File: src/rtl/regfile_write_arbiter.sv
// Register-file write-port arbiter: WB has priority, MDU results queue in a FIFO and
// drain on WB-idle cycles; a pending scoreboard stalls ID reads. Option: REGFILE_ARB_FULL_STALL_EN.
module regfile_write_arbiter #(
  parameter int FIFO_DEPTH = 2,
  parameter int DATA_W     = 32
) (
  input  logic              Clk,
  input  logic              Reset_n,
  input  logic              RegWrite_WB,
  input  logic [4:0]        Write_Register_WB,
  input  logic [DATA_W-1:0] Write_Data_WB,
  input  logic              MDU_Issue,
  input  logic [4:0]        MDU_Issue_Dest,
  input  logic              MDU_Valid,
  output logic              MDU_Ready,
  input  logic [4:0]        MDU_Result_Dest,
  input  logic [DATA_W-1:0] MDU_Result_Data,
  input  logic [4:0]        Read_Address_1_ID,
  input  logic [4:0]        Read_Address_2_ID,
  output logic              Stall_ID,
  output logic              RegWrite_RF,
  output logic [4:0]        Write_Register_RF,
  output logic [DATA_W-1:0] Write_Data_RF
);

  localparam int PTR_W = (FIFO_DEPTH > 1) ? $clog2(FIFO_DEPTH) : 1;
  localparam int CNT_W = PTR_W + 1;
  localparam logic [CNT_W-1:0] DEPTH_C = CNT_W'(FIFO_DEPTH);

  logic [4:0]        dest_mem_q [FIFO_DEPTH];
  logic [DATA_W-1:0] data_mem_q [FIFO_DEPTH];

  logic [PTR_W-1:0] rd_ptr_q, rd_ptr_d;
  logic [PTR_W-1:0] wr_ptr_q, wr_ptr_d;
  logic [CNT_W-1:0] count_q, count_d;
  logic [31:0]      pending_q, pending_d;

  logic wb_sel, fifo_empty, fifo_full, accept, push, pop, stall_full;

  always_comb begin
    wb_sel     = RegWrite_WB && (Write_Register_WB != 5'd0);
    fifo_empty = (count_q == '0);
    fifo_full  = (count_q == DEPTH_C);
    // Ready looks at the registered count only: no push-through while full.
    MDU_Ready  = Reset_n && !fifo_full;
    accept     = MDU_Valid && MDU_Ready;
    push       = accept && (MDU_Result_Dest != 5'd0);
    pop        = Reset_n && !wb_sel && !fifo_empty;
  end

  always_comb begin
    RegWrite_RF       = 1'b0;
    Write_Register_RF = 5'd0;
    Write_Data_RF     = '0;
    if (Reset_n) begin
      if (wb_sel) begin
        RegWrite_RF       = 1'b1;
        Write_Register_RF = Write_Register_WB;
        Write_Data_RF     = Write_Data_WB;
      end else if (!fifo_empty) begin
        RegWrite_RF       = 1'b1;
        Write_Register_RF = dest_mem_q[rd_ptr_q];
        Write_Data_RF     = data_mem_q[rd_ptr_q];
      end
    end
  end

`ifdef REGFILE_ARB_FULL_STALL_EN
  assign stall_full = fifo_full;
`else
  assign stall_full = 1'b0;
`endif

  assign Stall_ID = Reset_n &&
                    (pending_q[Read_Address_1_ID] || pending_q[Read_Address_2_ID] || stall_full);

  always_comb begin
    rd_ptr_d  = rd_ptr_q;
    wr_ptr_d  = wr_ptr_q;
    count_d   = count_q;
    pending_d = pending_q;
    if (pop) begin
      rd_ptr_d = rd_ptr_q + 1'b1;
      pending_d[dest_mem_q[rd_ptr_q]] = 1'b0;
    end
    if (push) wr_ptr_d = wr_ptr_q + 1'b1;
    if (push && !pop)      count_d = count_q + 1'b1;
    else if (pop && !push) count_d = count_q - 1'b1;
    // Issue is applied after the pop clear so a same-cycle set wins.
    if (MDU_Issue && (MDU_Issue_Dest != 5'd0)) pending_d[MDU_Issue_Dest] = 1'b1;
    pending_d[0] = 1'b0;
  end

  always_ff @(posedge Clk) begin
    if (!Reset_n) begin
      rd_ptr_q  <= '0;
      wr_ptr_q  <= '0;
      count_q   <= '0;
      pending_q <= '0;
    end else begin
      rd_ptr_q  <= rd_ptr_d;
      wr_ptr_q  <= wr_ptr_d;
      count_q   <= count_d;
      pending_q <= pending_d;
    end
  end

  always_ff @(posedge Clk) begin
    if (push) begin
      dest_mem_q[wr_ptr_q] <= MDU_Result_Dest;
      data_mem_q[wr_ptr_q] <= MDU_Result_Data;
    end
  end

endmodule

File: config.mk
export PLATFORM = sky130hd
export DESIGN_NAME = regfile_write_arbiter
export DESIGN_NICKNAME = d
export VERILOG_FILES = /design/src/rtl/regfile_write_arbiter.sv
export SDC_FILE = /design/constraint.sdc
export NUM_CORES = 1
export LEC_CHECK = 0
export ABC_AREA = 1
export BUFFER_PORTS_ARGS = -buffer_cell sky130_fd_sc_hd__buf_2
export CORE_ASPECT_RATIO = 1.5
export CORE_MARGIN = 2
export CORE_UTILIZATION = 35
export CTS_CLUSTER_SIZE = 14
export DETAILED_ROUTE_END_ITERATION = 10
export MAX_ROUTING_LAYER = met4
export PLACE_DENSITY_LB_ADDON = 0.15
export SETUP_SLACK_MARGIN = 0.2
export SLEW_MARGIN = 20
export SYNTH_ARGS = -nofsm -noshare
export SYNTH_HDL_FRONTEND = slang
export SYNTH_SLANG_ARGS = --single-unit
File: constraint.sdc
create_clock -name Clk -period 7.7 [get_ports Clk]
set_clock_uncertainty 0.05 [all_clocks]
set_input_delay 1.925 -clock Clk [delete_from_list [all_inputs] [get_ports Clk]]
set_output_delay 1.925 -clock Clk [all_outputs]
set_load 0.01 [all_outputs]
==> key figures <==
Clock network
  • Root Driver: clkbuf_16
  • CTS tree: done
  • CTS buffer count: 9
  • CTS max path bufs: 2
  • Hold Buf Count CTS: 0
  • Reg clk slew, reported paths: 70 ps
  • Post-CTS setup buffer count: 0
  • CTS HTree Levels: 3
  • Post_cts resized: 0
  • CTS Sinks: 110
  • Worst skew pair latency: 340 ps

Critical path
  • CP endpoint kind: primary output
  • Worst path arrival time: 3840 ps
  • R2R Path Start: count_q[0]$_SDFFE_PN0P_
  • Crit path required time: 5730 ps
  • Crit start category: input pin
  • Max FO, Critical Path: 44
  • Setup crit start: Reset_n
  • Crit Path Class: input pin to primary output

Timing
  • Finish-stage setup viols: 0
  • RSZ-0062 raised after global routing: no
  • Post-route clock period utilization: 75.6%
  • Final worst slack: 1880 ps
  • Fmax: 0.172 GHz
  • Max Slew Vio Count: 0
  • Period minus WS final: 5820 ps
  • Worst slew pin tran: 892 ps
  • Rel. slew slack: 40.2%
  • TNS Setup: 0 ps
  • Final hold vios: 0
  • WHS: 443 ps

Route
  • Detail Route Antenna Nets: 0
  • Wirelength per Cell: 15.3 um
  • DR iter-0 viols: 230
  • Post-Route WL: 14,400 um
  • Vias per Instance: 5.01
  • TritonRoute pass-1 iters: 6
  • DR DRC count: 0
  • Via count: 4,733

Synthesis
  • Largest family of logic cells by synthesized area: simple AND/OR/NAND/NOR gates
  • Register area share after synthesis: 53.5%
  • Synth top area cells: edfxtp_1, dfxtp_1, nand2_1
  • Syn Inst Count: 616
  • Synth area leader: edfxtp_1
  • Synth top area share: 40.4%
  • Primary FF master, synth: edfxtp_1
  • Compound-Gate Fraction of Synth Area: 11.6%
  • EDFF count, synth: 74
  • Mux cell area share after synthesis: 5.82%
  • Cell Area, Synth: 5500 um^2
  • Yosys warns: 0
  • Synthesized flop and latch total: 110
  • Syn Nets: 711
  • Post-synth ARST share: 0%
  • Post-synthesis simple-gate area fraction: 22.7%
  • Post-Synth XOR/XNOR Area: 0.159%
  • Synth unique cells: 32
  • Syn Area/Cell: 8.93 um^2
  • Adder-Cell Fraction of Synth Area: 0.227%

Finish
  • Syn-to-layout area delta: 20.8%
  • Nets: 830
  • Fillers: 1,555
  • Non-filler cells, final: 944
  • Fraction of layout instances using a drive strength above 1: 24.2%

GRT
  • GR Layer Usage met1: 21.0%
  • First-pass GRT wire length: 23,300 um
  • Busiest layer in global routing: met2
  • Met3 usage: 2.57%
  • Met2 GRT Util: 31.2%
  • Vias in the first global route: 4,824
  • Initial antenna violation count: 1
  • GR Overflow Total: 0
  • Tot GR Track Use: 18.2%
  • Largest net degree at the start of global routing: 45

Status
  • Status: completed

Placed design
  • DPL Wire Length: 10,500 um
  • Final GP Congestion: 0.882
  • Inst Count DP: 925
  • Port Buffer Count: 133
  • Dpl ws: 1860 ps

Power
  • PD cells: 203 nW/um^2
  • Share of total power in the clock network: 35.0%
  • Sw frac: 26.8%
  • Leakage: 2.58 nW
  • P_int: 0.000986 W
  • Sw Pwr: 0.000361 W
  • Seq pwr share: 49.0%
  • Pwr Total: 0.00135 W
  • Max VDD drop: 0.140 mV
  • Comb pwr share: 15.9%

Floorplan
  • Chip Height: 158 um
  • Top-Level Pins: 134
  • Die area: 16,800 um^2
  • Row Count: 56
  • Core area: 15,500 um^2
  • Initial cell density of the core: 35.5%
  • Die W: 106 um

Flow run
  • Max-Cap Viols: 0

Worst hold path
  • Min-delay src: pending_q[2]$_SDFF_PN0_
  • Hold WC Path Type: flip-flop to flip-flop
## Yosys cell counts, types with 3 or more instances
master,n
or2_1,3
buf_6,3
nand2_1,153
clkbuf_1,10
buf_2,11
a21oi_1,37
mux2i_1,32
buf_4,4
nand3_1,79
o21ai_1,48
o21ai_4,3
nor2_1,27
edfxtp_1,74
nor2_2,8
nor3_1,3
or2_2,3
o21ai_0,26
inv_1,36
dfxtp_1,36
nor2_8,3
## per-layer routing
layer  vias to the layer above  part of all wire, %
met3                        33                  5.3
met1                      2163                   40
met2                       182                   51
met4                         0                  3.1
met5                         -                    0
li1                       2355                    -
## path summary, 6_finish.rpt
| path | end | cells past startpoint | slack (ps) |
|---|---|---|---|
| setup / recovery | Write_Data_RF[16] | 5 | 1880 |
| hold / removal | pending_q[2]$_SDFF_PN0_ | 2 | 440 |
| setup reg to reg | count_q[1]$_SDFFE_PN0P_ | 9 | 5300 |
| hold reg to reg | pending_q[2]$_SDFF_PN0_ | 2 | 440 |
## state kept, by name, summed over array words and instances (netlist names), named ones only
name / flops
count_q: 2
data_mem_q: 64
wr_ptr_q: 1
dest_mem_q: 10
pending_q: 31
rd_ptr_q: 1
## logic make-up after synthesis
| group | Yosys count |
|---|---|
| fa+ha+maj | 1 |
| simple gates | 281 |
| mux | 32 |
| flops | 110 |
| xor+xnor | 1 |
| buf+inv | 72 |
| compound gates | 119 |
## final cells by class
| class | instances | area, um^2 | area share (%) |
|---|---|---|---|
| inverter | 42 | 163 | 2.45 |
| tap | 203 | 254 | 3.82 |
| clock inverter | 6 | 72.6 | 1.09 |
| timing repair buffer | 138 | 736 | 11.1 |
| multi-input combinational | 434 | 2250 | 33.8 |
| sequential | 110 | 2940 | 44.3 |
| clock buffer | 10 | 229 | 3.45 |
| antenna | 1 | 2.50 | 0.0377 |
## cell usage in the layout (no fill, tap or decap), types with 25 or more instances in the layout
master and n:
nand2_1 153, a21oi_1 37, nor2_1 25, edfxtp_1 74, o21ai_0 26, buf_2 133
mux2i_1 32, dfxtp_1 35, o21ai_1 48, inv_1 36, nand3_1 79
## power by group through the flow
stage / clock (W) / combinational [W] / sequential [W]
global placement: 0 / 0.000211 / 0.000674
detailed placement: 0 / 0.000213 / 0.000675
finish: 0.000472 / 0.000215 / 0.000661
global route: 0.000506 / 0.000239 / 0.000663
CTS: 0.000488 / 0.000214 / 0.000662
floorplan: 0 / 0.000136 / 0.000673
## per-stage QoR
step / utilization (%) / cell area [um^2]
floorplan: - / 5500
finish: 42.9 / 6650
global placement: 40.7 / 6290
global route: 42.9 / 6650
CTS: 42.6 / 6600
detailed placement: 40.7 / 6290
## critical path, stage by stage
cell     delay, ps
buf_2          540
nand3_2        550
buf_4          470
o21ai_1        190
buf_2          150
No activity file was read; power rests on OpenSTA's default activity.
